[src/rtl/l2_mshr_pkg.sv]
// Shared types and default widths for the L2 miss-status holding register file.
package l2_mshr_pkg;

    // Entry count of the fixed-depth request buffer this block replaces.
    localparam int N_REQS      = 4;
    localparam int SET_W       = 9;
    localparam int TAG_W       = 15;
    localparam int WAY_W       = 3;
    localparam int STATE_W     = 4;
    localparam int INVACK_W    = 4;

    // Signed ack counter: one extra bit so early InvAcks can drive it negative.
    typedef logic signed [INVACK_W:0] ack_cnt_t;

    // Entry layout at the default widths.
    typedef struct packed {
        logic [TAG_W-1:0]   tag;
        logic [SET_W-1:0]   set_idx;
        logic [WAY_W-1:0]   way;
        logic [STATE_W-1:0] state;
        logic               data_rcvd;
        ack_cnt_t           ack_cnt;
    } mshr_entry_t;

endpackage

[src/rtl/l2_mshr_if.sv]
// Decoder-facing bus of the MSHR file; master = L2 decoder/FSM, slave = MSHR.
interface l2_mshr_if
    import l2_mshr_pkg::*;
#(
    parameter int N_ENTRIES   = N_REQS,
    parameter int SET_BITS    = SET_W,
    parameter int TAG_BITS    = TAG_W,
    parameter int WAY_BITS    = WAY_W,
    parameter int STATE_BITS  = STATE_W,
    parameter int INVACK_BITS = INVACK_W
);
    localparam int IDX_BITS = $clog2(N_ENTRIES);
    localparam int CNT_BITS = $clog2(N_ENTRIES + 1);

    logic                   alloc_valid;
    logic                   alloc_ready;
    logic [TAG_BITS-1:0]    alloc_tag;
    logic [SET_BITS-1:0]    alloc_set;
    logic [WAY_BITS-1:0]    alloc_way;
    logic [STATE_BITS-1:0]  alloc_state;
    logic [IDX_BITS-1:0]    alloc_idx;
    logic [TAG_BITS-1:0]    lkp_tag;
    logic [SET_BITS-1:0]    lkp_set;
    logic                   lkp_hit;
    logic [IDX_BITS-1:0]    lkp_hit_idx;
    logic                   set_conflict;
    logic                   upd_valid;
    logic [IDX_BITS-1:0]    upd_idx;
    logic [STATE_BITS-1:0]  upd_state;
    logic                   ack_add_valid;
    logic [IDX_BITS-1:0]    ack_add_idx;
    logic [INVACK_BITS-1:0] ack_add_val;
    logic                   ack_dec_valid;
    logic [IDX_BITS-1:0]    ack_dec_idx;
    logic                   free_valid;
    logic [IDX_BITS-1:0]    free_idx;
    logic [IDX_BITS-1:0]    rd_idx;
    logic [STATE_BITS-1:0]  rd_state;
    logic [WAY_BITS-1:0]    rd_way;
    logic [TAG_BITS-1:0]    rd_tag;
    logic                   done_valid;
    logic [IDX_BITS-1:0]    done_idx;
    logic [CNT_BITS-1:0]    cnt;
    logic                   full;
    logic                   empty;
    logic                   err;

    modport master (
        output alloc_valid, alloc_tag, alloc_set, alloc_way, alloc_state,
               lkp_tag, lkp_set, upd_valid, upd_idx, upd_state,
               ack_add_valid, ack_add_idx, ack_add_val, ack_dec_valid, ack_dec_idx,
               free_valid, free_idx, rd_idx,
        input  alloc_ready, alloc_idx, lkp_hit, lkp_hit_idx, set_conflict,
               rd_state, rd_way, rd_tag, done_valid, done_idx, cnt, full, empty, err
    );

    modport slave (
        input  alloc_valid, alloc_tag, alloc_set, alloc_way, alloc_state,
               lkp_tag, lkp_set, upd_valid, upd_idx, upd_state,
               ack_add_valid, ack_add_idx, ack_add_val, ack_dec_valid, ack_dec_idx,
               free_valid, free_idx, rd_idx,
        output alloc_ready, alloc_idx, lkp_hit, lkp_hit_idx, set_conflict,
               rd_state, rd_way, rd_tag, done_valid, done_idx, cnt, full, empty, err
    );
endinterface

[src/rtl/l2_mshr_prio_enc.sv]
// Lowest-index-wins priority encoder; found=0 leaves idx at 0.
module l2_mshr_prio_enc #(
    parameter int N  = 4,
    parameter int IW = $clog2(N)
) (
    input  logic [N-1:0]  req,
    output logic          found,
    output logic [IW-1:0] idx
);
    // Scan from the top so the lowest requesting index is the last write.
    always_comb begin
        found = 1'b0;
        idx   = '0;
        for (int i = N - 1; i >= 0; i--) begin
            if (req[i]) begin
                found = 1'b1;
                idx   = IW'(i);
            end
        end
    end
endmodule

[src/rtl/l2_mshr.sv]
// MSHR file: allocation, address lookup, signed InvAck counting, completion pulses.
module l2_mshr
    import l2_mshr_pkg::*;
#(
    parameter int N_ENTRIES   = N_REQS,
    parameter int SET_BITS    = SET_W,
    parameter int TAG_BITS    = TAG_W,
    parameter int WAY_BITS    = WAY_W,
    parameter int STATE_BITS  = STATE_W,
    parameter int INVACK_BITS = INVACK_W
) (
    input  logic     clk,
    input  logic     rst,
    l2_mshr_if.slave bus
);
    localparam int IDX_BITS = $clog2(N_ENTRIES);
    localparam int CNT_BITS = $clog2(N_ENTRIES + 1);
    localparam int CW       = INVACK_BITS + 1;

    // Same layout as mshr_entry_t, sized by this instance's parameters.
    typedef struct packed {
        logic [TAG_BITS-1:0]   tag;
        logic [SET_BITS-1:0]   set_idx;
        logic [WAY_BITS-1:0]   way;
        logic [STATE_BITS-1:0] state;
        logic                  data_rcvd;
        logic [CW-1:0]         ack_cnt;
    } entry_t;

    entry_t [N_ENTRIES-1:0] ent_q, ent_d;
    logic [N_ENTRIES-1:0]   valid_q, valid_d, pend_q, pend_d;
    logic [N_ENTRIES-1:0]   hit_vec, conf_vec, comp_vec, req_vec;
    logic [CNT_BITS-1:0]    cnt_q, cnt_d;
    logic                   err_q, err_d, done_valid_q, done_valid_d;
    logic [IDX_BITS-1:0]    done_idx_q, done_idx_d, alloc_idx_w, req_idx;
    logic                   alloc_found, req_found, fire, free_ok;
    logic                   add_i, dec_i, data_i;
    logic [CW:0]            sum;

    l2_mshr_prio_enc #(.N(N_ENTRIES)) u_alloc_enc (.req(~valid_q), .found(alloc_found), .idx(alloc_idx_w));
    l2_mshr_prio_enc #(.N(N_ENTRIES)) u_hit_enc   (.req(hit_vec),  .found(bus.lkp_hit), .idx(bus.lkp_hit_idx));
    l2_mshr_prio_enc #(.N(N_ENTRIES)) u_done_enc  (.req(req_vec),  .found(req_found),   .idx(req_idx));

    assign bus.alloc_ready  = alloc_found;
    assign bus.alloc_idx    = alloc_idx_w;
    assign bus.set_conflict = |conf_vec;
    assign bus.rd_state     = ent_q[bus.rd_idx].state;
    assign bus.rd_way       = ent_q[bus.rd_idx].way;
    assign bus.rd_tag       = ent_q[bus.rd_idx].tag;
    assign bus.done_valid   = done_valid_q;
    assign bus.done_idx     = done_idx_q;
    assign bus.cnt          = cnt_q;
    assign bus.full         = (cnt_q == CNT_BITS'(N_ENTRIES));
    assign bus.empty        = (cnt_q == '0);
    assign bus.err          = err_q;

    // Address match against registered contents only.
    always_comb begin
        hit_vec  = '0;
        conf_vec = '0;
        for (int i = 0; i < N_ENTRIES; i++) begin
            conf_vec[i] = valid_q[i] && (ent_q[i].set_idx == bus.lkp_set);
            hit_vec[i]  = conf_vec[i] && (ent_q[i].tag == bus.lkp_tag);
        end
    end

    // Next entry contents: update, ack counting, free, then allocation.
    always_comb begin
        ent_d    = ent_q;
        valid_d  = valid_q;
        comp_vec = '0;
        err_d    = err_q;
        add_i    = 1'b0;
        dec_i    = 1'b0;
        data_i   = 1'b0;
        sum      = '0;
        fire     = bus.alloc_valid && alloc_found;
        free_ok  = bus.free_valid && valid_q[bus.free_idx];
        if (bus.free_valid && !valid_q[bus.free_idx]) err_d = 1'b1;
        if (bus.upd_valid) begin
            if (!valid_q[bus.upd_idx]) err_d = 1'b1;
            else if (!(bus.free_valid && bus.free_idx == bus.upd_idx))
                ent_d[bus.upd_idx].state = bus.upd_state;
        end
        for (int i = 0; i < N_ENTRIES; i++) begin
            add_i = bus.ack_add_valid && (bus.ack_add_idx == IDX_BITS'(i));
            dec_i = bus.ack_dec_valid && (bus.ack_dec_idx == IDX_BITS'(i));
            if ((add_i || dec_i) && valid_q[i]) begin
                if (bus.free_valid && bus.free_idx == IDX_BITS'(i)) begin
                    err_d = 1'b1;
                end else begin
                    // One guard bit catches wrap of the signed counter.
                    sum = {ent_q[i].ack_cnt[CW-1], ent_q[i].ack_cnt}
                        + (add_i ? {2'b00, bus.ack_add_val} : '0)
                        - (CW+1)'(dec_i);
                    if (sum[CW] != sum[CW-1]) err_d = 1'b1;
                    data_i             = ent_q[i].data_rcvd || add_i;
                    ent_d[i].ack_cnt   = sum[CW-1:0];
                    ent_d[i].data_rcvd = data_i;
                    comp_vec[i]        = data_i && (sum[CW-1:0] == '0);
                end
            end
        end
        if (free_ok) valid_d[bus.free_idx] = 1'b0;
        if (fire) begin
            valid_d[alloc_idx_w] = 1'b1;
            ent_d[alloc_idx_w]   = '{tag: bus.alloc_tag, set_idx: bus.alloc_set, way: bus.alloc_way,
                                     state: bus.alloc_state, data_rcvd: 1'b0, ack_cnt: '0};
        end
        cnt_d = cnt_q + CNT_BITS'(fire) - CNT_BITS'(free_ok);
    end

    // Done arbitration: lowest completer reports, the rest wait (dropped if freed).
    always_comb begin
        req_vec      = comp_vec | (pend_q & valid_q & valid_d);
        done_valid_d = req_found;
        done_idx_d   = req_idx;
        pend_d       = req_vec;
        if (req_found) pend_d[req_idx] = 1'b0;
    end

    // State registers; reset discards entries and any pending completions.
    always_ff @(posedge clk or negedge rst) begin
        if (!rst) begin
            ent_q        <= '0;
            valid_q      <= '0;
            pend_q       <= '0;
            cnt_q        <= '0;
            err_q        <= 1'b0;
            done_valid_q <= 1'b0;
            done_idx_q   <= '0;
        end else begin
            ent_q        <= ent_d;
            valid_q      <= valid_d;
            pend_q       <= pend_d;
            cnt_q        <= cnt_d;
            err_q        <= err_d;
            done_valid_q <= done_valid_d;
            done_idx_q   <= done_idx_d;
        end
    end
endmodule
[src/flat_wrapper.sv]
// flat-port wrapper written by rule: the top's interface ports become plain ports
module l2_mshr_flat import l2_mshr_pkg::*;
#(
    parameter int N_ENTRIES   = N_REQS,
    parameter int SET_BITS    = SET_W,
    parameter int TAG_BITS    = TAG_W,
    parameter int WAY_BITS    = WAY_W,
    parameter int STATE_BITS  = STATE_W,
    parameter int INVACK_BITS = INVACK_W
)
  (clk, rst, bus_alloc_valid, bus_alloc_tag, bus_alloc_set, bus_alloc_way, bus_alloc_state, bus_lkp_tag, bus_lkp_set, bus_upd_valid, bus_upd_idx, bus_upd_state, bus_ack_add_valid, bus_ack_add_idx, bus_ack_add_val, bus_ack_dec_valid, bus_ack_dec_idx, bus_free_valid, bus_free_idx, bus_rd_idx, bus_alloc_ready, bus_alloc_idx, bus_lkp_hit, bus_lkp_hit_idx, bus_set_conflict, bus_rd_state, bus_rd_way, bus_rd_tag, bus_done_valid, bus_done_idx, bus_cnt, bus_full, bus_empty, bus_err);
  l2_mshr_if #(.N_ENTRIES(N_ENTRIES), .SET_BITS(SET_BITS), .TAG_BITS(TAG_BITS), .WAY_BITS(WAY_BITS), .STATE_BITS(STATE_BITS), .INVACK_BITS(INVACK_BITS)) bus_i ();
  input  logic clk;
  input  logic rst;
  input wire logic [$bits(bus_i.alloc_valid)-1:0] bus_alloc_valid;
  input wire logic [$bits(bus_i.alloc_tag)-1:0] bus_alloc_tag;
  input wire logic [$bits(bus_i.alloc_set)-1:0] bus_alloc_set;
  input wire logic [$bits(bus_i.alloc_way)-1:0] bus_alloc_way;
  input wire logic [$bits(bus_i.alloc_state)-1:0] bus_alloc_state;
  input wire logic [$bits(bus_i.lkp_tag)-1:0] bus_lkp_tag;
  input wire logic [$bits(bus_i.lkp_set)-1:0] bus_lkp_set;
  input wire logic [$bits(bus_i.upd_valid)-1:0] bus_upd_valid;
  input wire logic [$bits(bus_i.upd_idx)-1:0] bus_upd_idx;
  input wire logic [$bits(bus_i.upd_state)-1:0] bus_upd_state;
  input wire logic [$bits(bus_i.ack_add_valid)-1:0] bus_ack_add_valid;
  input wire logic [$bits(bus_i.ack_add_idx)-1:0] bus_ack_add_idx;
  input wire logic [$bits(bus_i.ack_add_val)-1:0] bus_ack_add_val;
  input wire logic [$bits(bus_i.ack_dec_valid)-1:0] bus_ack_dec_valid;
  input wire logic [$bits(bus_i.ack_dec_idx)-1:0] bus_ack_dec_idx;
  input wire logic [$bits(bus_i.free_valid)-1:0] bus_free_valid;
  input wire logic [$bits(bus_i.free_idx)-1:0] bus_free_idx;
  input wire logic [$bits(bus_i.rd_idx)-1:0] bus_rd_idx;
  output wire logic [$bits(bus_i.alloc_ready)-1:0] bus_alloc_ready;
  output wire logic [$bits(bus_i.alloc_idx)-1:0] bus_alloc_idx;
  output wire logic [$bits(bus_i.lkp_hit)-1:0] bus_lkp_hit;
  output wire logic [$bits(bus_i.lkp_hit_idx)-1:0] bus_lkp_hit_idx;
  output wire logic [$bits(bus_i.set_conflict)-1:0] bus_set_conflict;
  output wire logic [$bits(bus_i.rd_state)-1:0] bus_rd_state;
  output wire logic [$bits(bus_i.rd_way)-1:0] bus_rd_way;
  output wire logic [$bits(bus_i.rd_tag)-1:0] bus_rd_tag;
  output wire logic [$bits(bus_i.done_valid)-1:0] bus_done_valid;
  output wire logic [$bits(bus_i.done_idx)-1:0] bus_done_idx;
  output wire logic [$bits(bus_i.cnt)-1:0] bus_cnt;
  output wire logic [$bits(bus_i.full)-1:0] bus_full;
  output wire logic [$bits(bus_i.empty)-1:0] bus_empty;
  output wire logic [$bits(bus_i.err)-1:0] bus_err;
  assign bus_i.alloc_valid = bus_alloc_valid;
  assign bus_i.alloc_tag = bus_alloc_tag;
  assign bus_i.alloc_set = bus_alloc_set;
  assign bus_i.alloc_way = bus_alloc_way;
  assign bus_i.alloc_state = bus_alloc_state;
  assign bus_i.lkp_tag = bus_lkp_tag;
  assign bus_i.lkp_set = bus_lkp_set;
  assign bus_i.upd_valid = bus_upd_valid;
  assign bus_i.upd_idx = bus_upd_idx;
  assign bus_i.upd_state = bus_upd_state;
  assign bus_i.ack_add_valid = bus_ack_add_valid;
  assign bus_i.ack_add_idx = bus_ack_add_idx;
  assign bus_i.ack_add_val = bus_ack_add_val;
  assign bus_i.ack_dec_valid = bus_ack_dec_valid;
  assign bus_i.ack_dec_idx = bus_ack_dec_idx;
  assign bus_i.free_valid = bus_free_valid;
  assign bus_i.free_idx = bus_free_idx;
  assign bus_i.rd_idx = bus_rd_idx;
  assign bus_alloc_ready = bus_i.alloc_ready;
  assign bus_alloc_idx = bus_i.alloc_idx;
  assign bus_lkp_hit = bus_i.lkp_hit;
  assign bus_lkp_hit_idx = bus_i.lkp_hit_idx;
  assign bus_set_conflict = bus_i.set_conflict;
  assign bus_rd_state = bus_i.rd_state;
  assign bus_rd_way = bus_i.rd_way;
  assign bus_rd_tag = bus_i.rd_tag;
  assign bus_done_valid = bus_i.done_valid;
  assign bus_done_idx = bus_i.done_idx;
  assign bus_cnt = bus_i.cnt;
  assign bus_full = bus_i.full;
  assign bus_empty = bus_i.empty;
  assign bus_err = bus_i.err;
  l2_mshr #(.N_ENTRIES(N_ENTRIES), .SET_BITS(SET_BITS), .TAG_BITS(TAG_BITS), .WAY_BITS(WAY_BITS), .STATE_BITS(STATE_BITS), .INVACK_BITS(INVACK_BITS)) u_core (.clk(clk), .rst(rst), .bus(bus_i));
endmodule
[config.mk]
export PLATFORM = sky130hd
export DESIGN_NAME = l2_mshr_flat
export DESIGN_NICKNAME = d
export VERILOG_FILES = /design/src/rtl/l2_mshr_pkg.sv /design/src/rtl/l2_mshr_if.sv /design/src/rtl/l2_mshr_prio_enc.sv /design/src/rtl/l2_mshr.sv /design/src/flat_wrapper.sv
export SDC_FILE = /design/constraint.sdc
export NUM_CORES = 1
export LEC_CHECK = 0
export BUFFER_PORTS_ARGS = -buffer_cell sky130_fd_sc_hd__buf_4
export CAP_MARGIN = 40
export CORE_AREA = 2 2 116 163
export CTS_CLUSTER_SIZE = 12
export DETAILED_ROUTE_END_ITERATION = 8
export DIE_AREA = 0 0 118 165
export HOLD_SLACK_MARGIN = 0.06
export PLACE_DENSITY = 0.74
export SYNTH_ARGS = -nofsm -noshare
export SYNTH_HDL_FRONTEND = slang
export SYNTH_HIERARCHICAL = 1
export SYNTH_SLANG_ARGS = --single-unit
[constraint.sdc]
create_clock -name clk -period 4.6 [get_ports clk]
set_input_delay 0 -clock clk [delete_from_list [all_inputs] [get_ports clk]]
set_output_delay 0 -clock clk [all_outputs]
set_load 0.01 [all_outputs]
Word-level counts from Yosys, hierarchy flattened
Index checks and enable logic that the tools add are counted.
W data, S select, Z words.

cells by class
  add/sub/neg operators = 10
  $lt $le $gt $ge = 9
  equal/unequal tests = 23
  mux-type cells = 84
  bitwise logic cells = 9
  reductions and logical operators = 54

operators with widths
  cell                  number
  $mux W148             4
  $bwmux W148           2
  $demux W37 S2         2
  $bmux W37 S2          1
  $mux W37              2
  $eq A15 B15 Y1        4
  $mux W6               8
  $mux W1               40
  $eq A9 B9 Y1          4
  $logic_and A1 B1 Y1   36
  $mux W4               7
  $add A6 B6 Y6         4
  $mux W2               12
  $sub A6 B1 Y6         4
  $logic_not A5 Y1      4
  $and A4 B4 Y4         4
  $lt A2 B3 Y1 const B  5
  $eq A2 B2 Y1 const B  6
  $not A4 Y4            3
  $mux W10              1
  $ge A2 B1 Y1 const B  4
  $logic_or A1 B1 Y1    8
  $or A4 B4 Y4          2
  $demux W1 S2          3
  other kinds (11)      19

word-level totals
  register bits after elaboration = 163
  word-level logic and storage cells = 219

Depth between registers and ports, before layout
  depth after elaboration = 24
  gate-level depth with buffers = 16

Hierarchy
Netlist, hierarchy kept.

by module, submodules not included
  module            instances  cells an instance  area an instance (um^2)  seq. area each (um^2)
  l2_mshr           1          1,007              9,585.4                  4,078.9
  l2_mshr_prio_enc  3          7                  35.0                     0.0

Least setup slack after synthesis
Ideal clock, no wire load.

  path kind = in2reg
  start = input bus_ack_add_valid
  end = register u_core.pend_q[3]
  arrival time = 2.954 ns
  data required time = 4.481 ns
  path slack = 1.527 ns
  cell stages on the path = 15
  cell sequence = nand2_1 -> nor2_1 -> nand2_1 -> ha_1 -> inv_1 -> ha_1 -> fa_1 -> xor2_1 -> or4_1 -> nor4_1 -> a31o_2 -> nor2_1 -> nor3_1 -> nand3_1 -> and2_1

RTL lines
  item                                                                       RTL line            RTL
  start, declared                                                            flat_wrapper.sv:25  input wire logic [$bits(bus_i.ack_add_valid)-1:0] bus_ack_add_valid;
  $logic_and A1 B1 Y1 *                                                      l2_mshr.sv:86       add_i = bus.ack_add_valid && (bus.ack_add_idx == IDX_BITS'(i));
  $mux W4                                                                    l2_mshr.sv:94       + (add_i ? {2'b00, bus.ack_add_val} : '0)
  $add A6 B6 Y6                                                              l2_mshr.sv:94
  $sub A6 B1 Y6                                                              l2_mshr.sv:95       - (CW+1)'(dec_i);
  $logic_not A5 Y1                                                           l2_mshr.sv:100      comp_vec[i] = data_i && (sum[CW-1:0] == '0);
  $logic_and A1 B1 Y1                                                        l2_mshr.sv:100
  $mux W1                                                                    l2_mshr.sv:89       if (bus.free_valid && bus.free_idx == IDX_BITS'(i)) begin
  $mux W1 *                                                                  l2_mshr.sv:88       if ((add_i || dec_i) && valid_q[i]) begin
  (+1 left out)                                                              n/a
  named net u_core.req_vec[2]                                                l2_mshr.sv:32       logic [N_ENTRIES-1:0] hit_vec, conf_vec, comp_vec, req_vec;
  (+3 left out)                                                              n/a
  named net u_core.done_idx_d[1]                                             l2_mshr.sv:35       logic [IDX_BITS-1:0] done_idx_q, done_idx_d, alloc_idx_w, req_idx;
  $lt A2 B3 Y1 (not written as such) / $ge A2 B1 Y1 (equally long branches)  l2_mshr.sv:119      if (req_found) pend_d[req_idx] = 1'b0;
  $logic_and A1 B1 Y1 (not written as such)                                  l2_mshr.sv:119
  $mux W1 (not written as such)                                              l2_mshr.sv:119
  $demux W1 S2 *                                                             n/a
  $not A4 Y4 (no line) *                                                     n/a
  $and A4 B4 Y4 (no line) *                                                  n/a
  $mux W4 *                                                                  l2_mshr.sv:119
  named net u_core.pend_d[3]                                                 l2_mshr.sv:31       logic [N_ENTRIES-1:0] valid_q, valid_d, pend_q, pend_d;
  end signal, assigned                                                       l2_mshr.sv:135      pend_q <= pend_d;
  end, declared                                                              l2_mshr.sv:31

Mark *: on every way through the listed nets, which the timed path passes. The rest lies on a longest branch.

Worst setup path after layout
  start = input bus_ack_add_idx[0]
  end = register u_core.pend_q[3]

RTL lines
  item                                                                       RTL line            RTL
  start, declared                                                            flat_wrapper.sv:26  input wire logic [$bits(bus_i.ack_add_idx)-1:0] bus_ack_add_idx;
  $eq A2 B2 Y1 *                                                             l2_mshr.sv:86
  $logic_and A1 B1 Y1 *                                                      l2_mshr.sv:86
  $mux W4                                                                    l2_mshr.sv:94
  $add A6 B6 Y6                                                              l2_mshr.sv:94
  $sub A6 B1 Y6                                                              l2_mshr.sv:95
  $logic_not A5 Y1                                                           l2_mshr.sv:100
  $logic_and A1 B1 Y1                                                        l2_mshr.sv:100
  $mux W1                                                                    l2_mshr.sv:89
  (+2 left out)                                                              n/a
  named net u_core.req_vec[2]                                                l2_mshr.sv:32
  (+3 left out)                                                              n/a
  named net u_core.done_idx_d[1]                                             l2_mshr.sv:35
  $lt A2 B3 Y1 (not written as such) / $ge A2 B1 Y1 (equally long branches)  l2_mshr.sv:119
  $logic_and A1 B1 Y1 (not written as such)                                  l2_mshr.sv:119
  $mux W1 (not written as such)                                              l2_mshr.sv:119
  $demux W1 S2 *                                                             n/a
  $not A4 Y4 (no line) *                                                     n/a
  $and A4 B4 Y4 (no line) *                                                  n/a
  $mux W4 *                                                                  l2_mshr.sv:119
  named net u_core.pend_d[3]                                                 l2_mshr.sv:31

Marked as above.

==> reports/results.txt <==
From left edge to right edge, the die measures 118 um. The final count of negative-setup-slack endpoints was 0; the DRC violations left was 0. The length in cells of the worst reg-to-reg path is 11. The share of synthesized flip-flops with an asynchronous set or reset is 1.00, and the overall fraction of global-route tracks in use is 0.271.

Along the worst hold path, the cell count comes to 4. The number of pins with negative max-slew slack in the final report is 0. The worst register-to-register path begins at u_core/valid_q[1]$_DFF_PN0_.

The critical path is of the primary input to register type. In this run the worst hold path is classified as primary input to register. The post-route clock period utilization is 0.837. The final wirelength is 25800 um, and the wire length of the first global-routing pass is 41000 um. The run gives 0 as the final hold violation count. Routability-driven placement finished with a final weighted congestion of 0.926. In the final routed layout, each cell accounts on average for 18.1 um. The placed cell area is 10800 sq um, and the port buffer count is 117. The flow ran to the end, and the final reports show no timing, DRC or antenna violations. The logs give 5.68 nW for the leakage power summed over all cells and 2 for the deepest clock path buffer count.

The die is 165 um tall. Across all setup checks in the final design, the least slack found is 0.751 ns. The basic-gate share of the synthesized area counting and, or, nand and nor cells came out at 0.197. Setup repair after global routing left no endpoint under its margin.

Clock tree synthesis found a total of 163 sinks. Clock skew on the completed layout was measured at 0.00828 ns. The data arrival time at the worst-slack endpoint is 4.16 ns. The tools report the latest clock arrival within the worst-skew pair as 0.42 ns. After layout, the minimum clock period comes to 3.85 ns. The die covers 19500 sq um. The worst slew margin relative to its limit is 0.507, and the number of antenna violations at the first check in global routing is 0. For this run, the number of Yosys warnings is 6. The multiplexer fraction of the synthesized cell area was 0.115. Fraction of final layout cells sized beyond drive strength 1: 0.194. The synthesized design spends more area on one cell type than any other, namely dfrtp_1. The adder and majority gate portion of the synthesized area was 0.0594. In this run the number of H-tree levels came out at 4. The final design instance area without fill was 11800 sq um; the detail-routed via count per cell was 5.52. Entering global routing, the biggest net connects 80 pins.

The critical path starts at bus_ack_add_idx[0]. Following the worst setup path forward leads to its endpoint at u_core/pend_q[3]$_DFF_PN0_. The endpoint identified for the worst register-to-register timing path is u_core/pend_q[3]$_DFF_PN0_. The area growth from synthesis to layout works out to 22.0%. The cell count after synthesis came out at 1028.

For the number of buffers created by CTS, the log shows 17. The number of cell rows is 58, and the share of the synthesized area in compound gates (AO/OA/AOI/OAI) is 0.0568. The total setup buffers inserted after CTS came out at 0. The total area inside the core boundary comes to 17900 sq um. After clock tree synthesis, the clock-pin slew on the worst setup and hold paths is 0.06 ns. The portion of the post-synthesis area used by sequential elements is 0.421, and the total power per unit cell area is 616 nW/um^2.

STA classifies the critical path endpoint as a register. Counting distinct cell types in the post-synthesis netlist gives 60. Across the VDD grid, the largest voltage drop is 310 uV. Maximum fanout along the worst path: 7. Dominant combinational cell family by area after synthesis: simple AND/OR/NAND/NOR gates.

The cell with the most instances after synthesis is nand2_1. Initial core utilization: 0.541. The synthesized netlist occupies a cell area of 9690 sq um. At the pin with the least slew margin, the transition time is 0.740 ns. Before CTS, the worst setup slack after placement is 0.951 ns. The repair_antennas step left the layout with diodes totalling 0.

The area share of the leading cell type in the synthesized netlist works out to 0.421. The number of nets in the synthesized netlist is 1151. The run gives 0 as the number of maximum-capacitance constraint violations. For this run the aggregate overflow at the end of global routing stands at 0. In the synthesized netlist, the cells that appear most often are nand2_1 (300), dfrtp_1 (163), inv_1 (64), xnor2_1 (61), xor2_1 (54). The post-synthesis xor/xnor area fraction is 0.104. Data on the critical path is required at its endpoint by 4.91 ns. The tools report the via count of the first global-routing pass as 7983. In this run, synthesis produced a sequential element count of 163.

For this design the top-level I/O count stands at 118. For flop-to-flop paths, the worst setup slack is 1.19 ns. The first-pass iteration count of the detailed router was 5.

Across all layers, the routed design uses 7886 vias. Yosys mapped a number of flops with a built-in enable equal to 0. In the post-synthesis netlist, the biggest area contributors are dfrtp_1 (42%), nand2_1 (12%), xnor2_1 (5.5%), mux4_2 (5.3%), ha_1 (4.9%). The average cell area after synthesis was 9.43 sq um; the maximum achievable frequency was 260 MHz. The summed negative setup slack over all endpoints was 0 ns.

In this run the remaining antenna-violating nets after routing total 0. The run gives 17900 um as the post-detailed-placement half-perimeter wirelength. Clock tree root driver cell: clkbuf_16. TritonCTS built the clock tree. The main flop type after synthesis was dfrtp_1. For the number of nets at the end of the flow, the log shows 1298. The worst setup path is launched from a primary input.

For the count of routing violations after the opening detailed-route iteration, the log shows 546.
worst max-delay path, stage by stage:
cell	delay, ns
dlygate4sd3_1	0.55
buf_4	0.15
nor2_1	0.39
nand2_1	0.13
ha_1	0.30
inv_1	0.04
ha_1	0.21
fa_1	0.50
a21o_1	0.18
a21oi_1	0.34
xnor2_1	0.16
nor4_1	0.26
a31o_2	0.17
nor2_1	0.06
nor3_1	0.42
nand3_1	0.12
and2_1	0.18
cells in the final DEF (no fill, tap or decap), drive strengths merged, types with 29 or more instances in the layout:
| cell type | count |
|---|---|
| nand2 | 301 |
| mux2 | 29 |
| xor2 | 54 |
| nor2 | 38 |
| buf | 126 |
| dlygate4sd3 | 49 |
| dfrtp | 163 |
| inv | 67 |
| xnor2 | 61 |
| ha | 38 |
report_power, final:
part           total [W]  switching (W)  leakage [nW]  internal [W]
combinational    0.00330        0.00177          3.38       0.00154
clock            0.00140       0.000594         0.267      0.000802
sequential       0.00259       0.000517          2.04       0.00207
total            0.00729        0.00288          5.68       0.00441
how the worst min path moves through the flow:
stage / start / slack (ns) / end
6_report: bus_ack_dec_idx[1] / 0.1 / u_core/bus.err$_DFF_PN0_
3_3_place_gp: rst / 0.09 / u_core/ent_q[14]$_DFFE_PN0P_
2_1_floorplan: rst / -0.30 / u_core/bus.cnt[0]$_DFF_PN0_
3_5_place_dp: rst / 0.09 / u_core/ent_q[14]$_DFFE_PN0P_
5_1_grt: bus_ack_dec_idx[1] / 0.12 / u_core/bus.err$_DFF_PN0_
4_1_cts: bus_free_idx[1] / 0.06 / u_core/valid_q[3]$_DFF_PN0_
repair_timing:
| action | in CTS | in global routing |
|---|---|---|
| endpoints found under the hold margin | 206 | 0 |
| hold buffers | 49 | 0 |
| gates resized for setup | 0 | 0 |
routing by layer:
metal	up-vias	part of all wire	GRT usage
li1	3709	-	-
met1	3852	0.40	0.328
met2	268	0.52	0.491
met3	57	0.047	0.0349
met4	0	0.028	0.107
met5	-	0	0
kinds of logic after synthesis:
| logic type | after synthesis |
|---|---|
| compound gates | 84 |
| xor+xnor | 115 |
| fa+ha+maj | 43 |
| buf+inv | 111 |
| flops | 163 |
| mux | 79 |
| simple gates | 433 |
registers in the layout, summed over array words and instances, names as in the netlist:
name                   flops
u_core/bus.cnt             3
u_core/bus.done_idx        2
u_core/bus.done_valid      1
u_core/bus.err             1
u_core/ent_q             148
u_core/pend_q              4
u_core/valid_q             4
metrics by stage:
stage	cells	utilization	hold WS, ns	total power, W
2_1_floorplan	1028	-	-0.296	0.00475
3_3_place_gp	1346	0.599	0.0888	0.00566
3_5_place_dp	1347	0.601	0.0856	0.00578
4_1_cts	1428	0.660	0.0647	0.00727
5_1_grt	1428	0.660	0.121	0.00776
6_report	1428	0.660	0.0966	0.00729
area by class of cell:
type | count | area [sq um]
flip-flops and latches | 163 | 4080
clock inverters | 12 | 131
fillers | 1479 | 6100
repair buffers | 175 | 1450
inverters | 64 | 240
clock buffers | 20 | 437
well taps | 240 | 300
multi-input cells | 754 | 5180
Note: power is estimated with default switching activity, not from simulation.
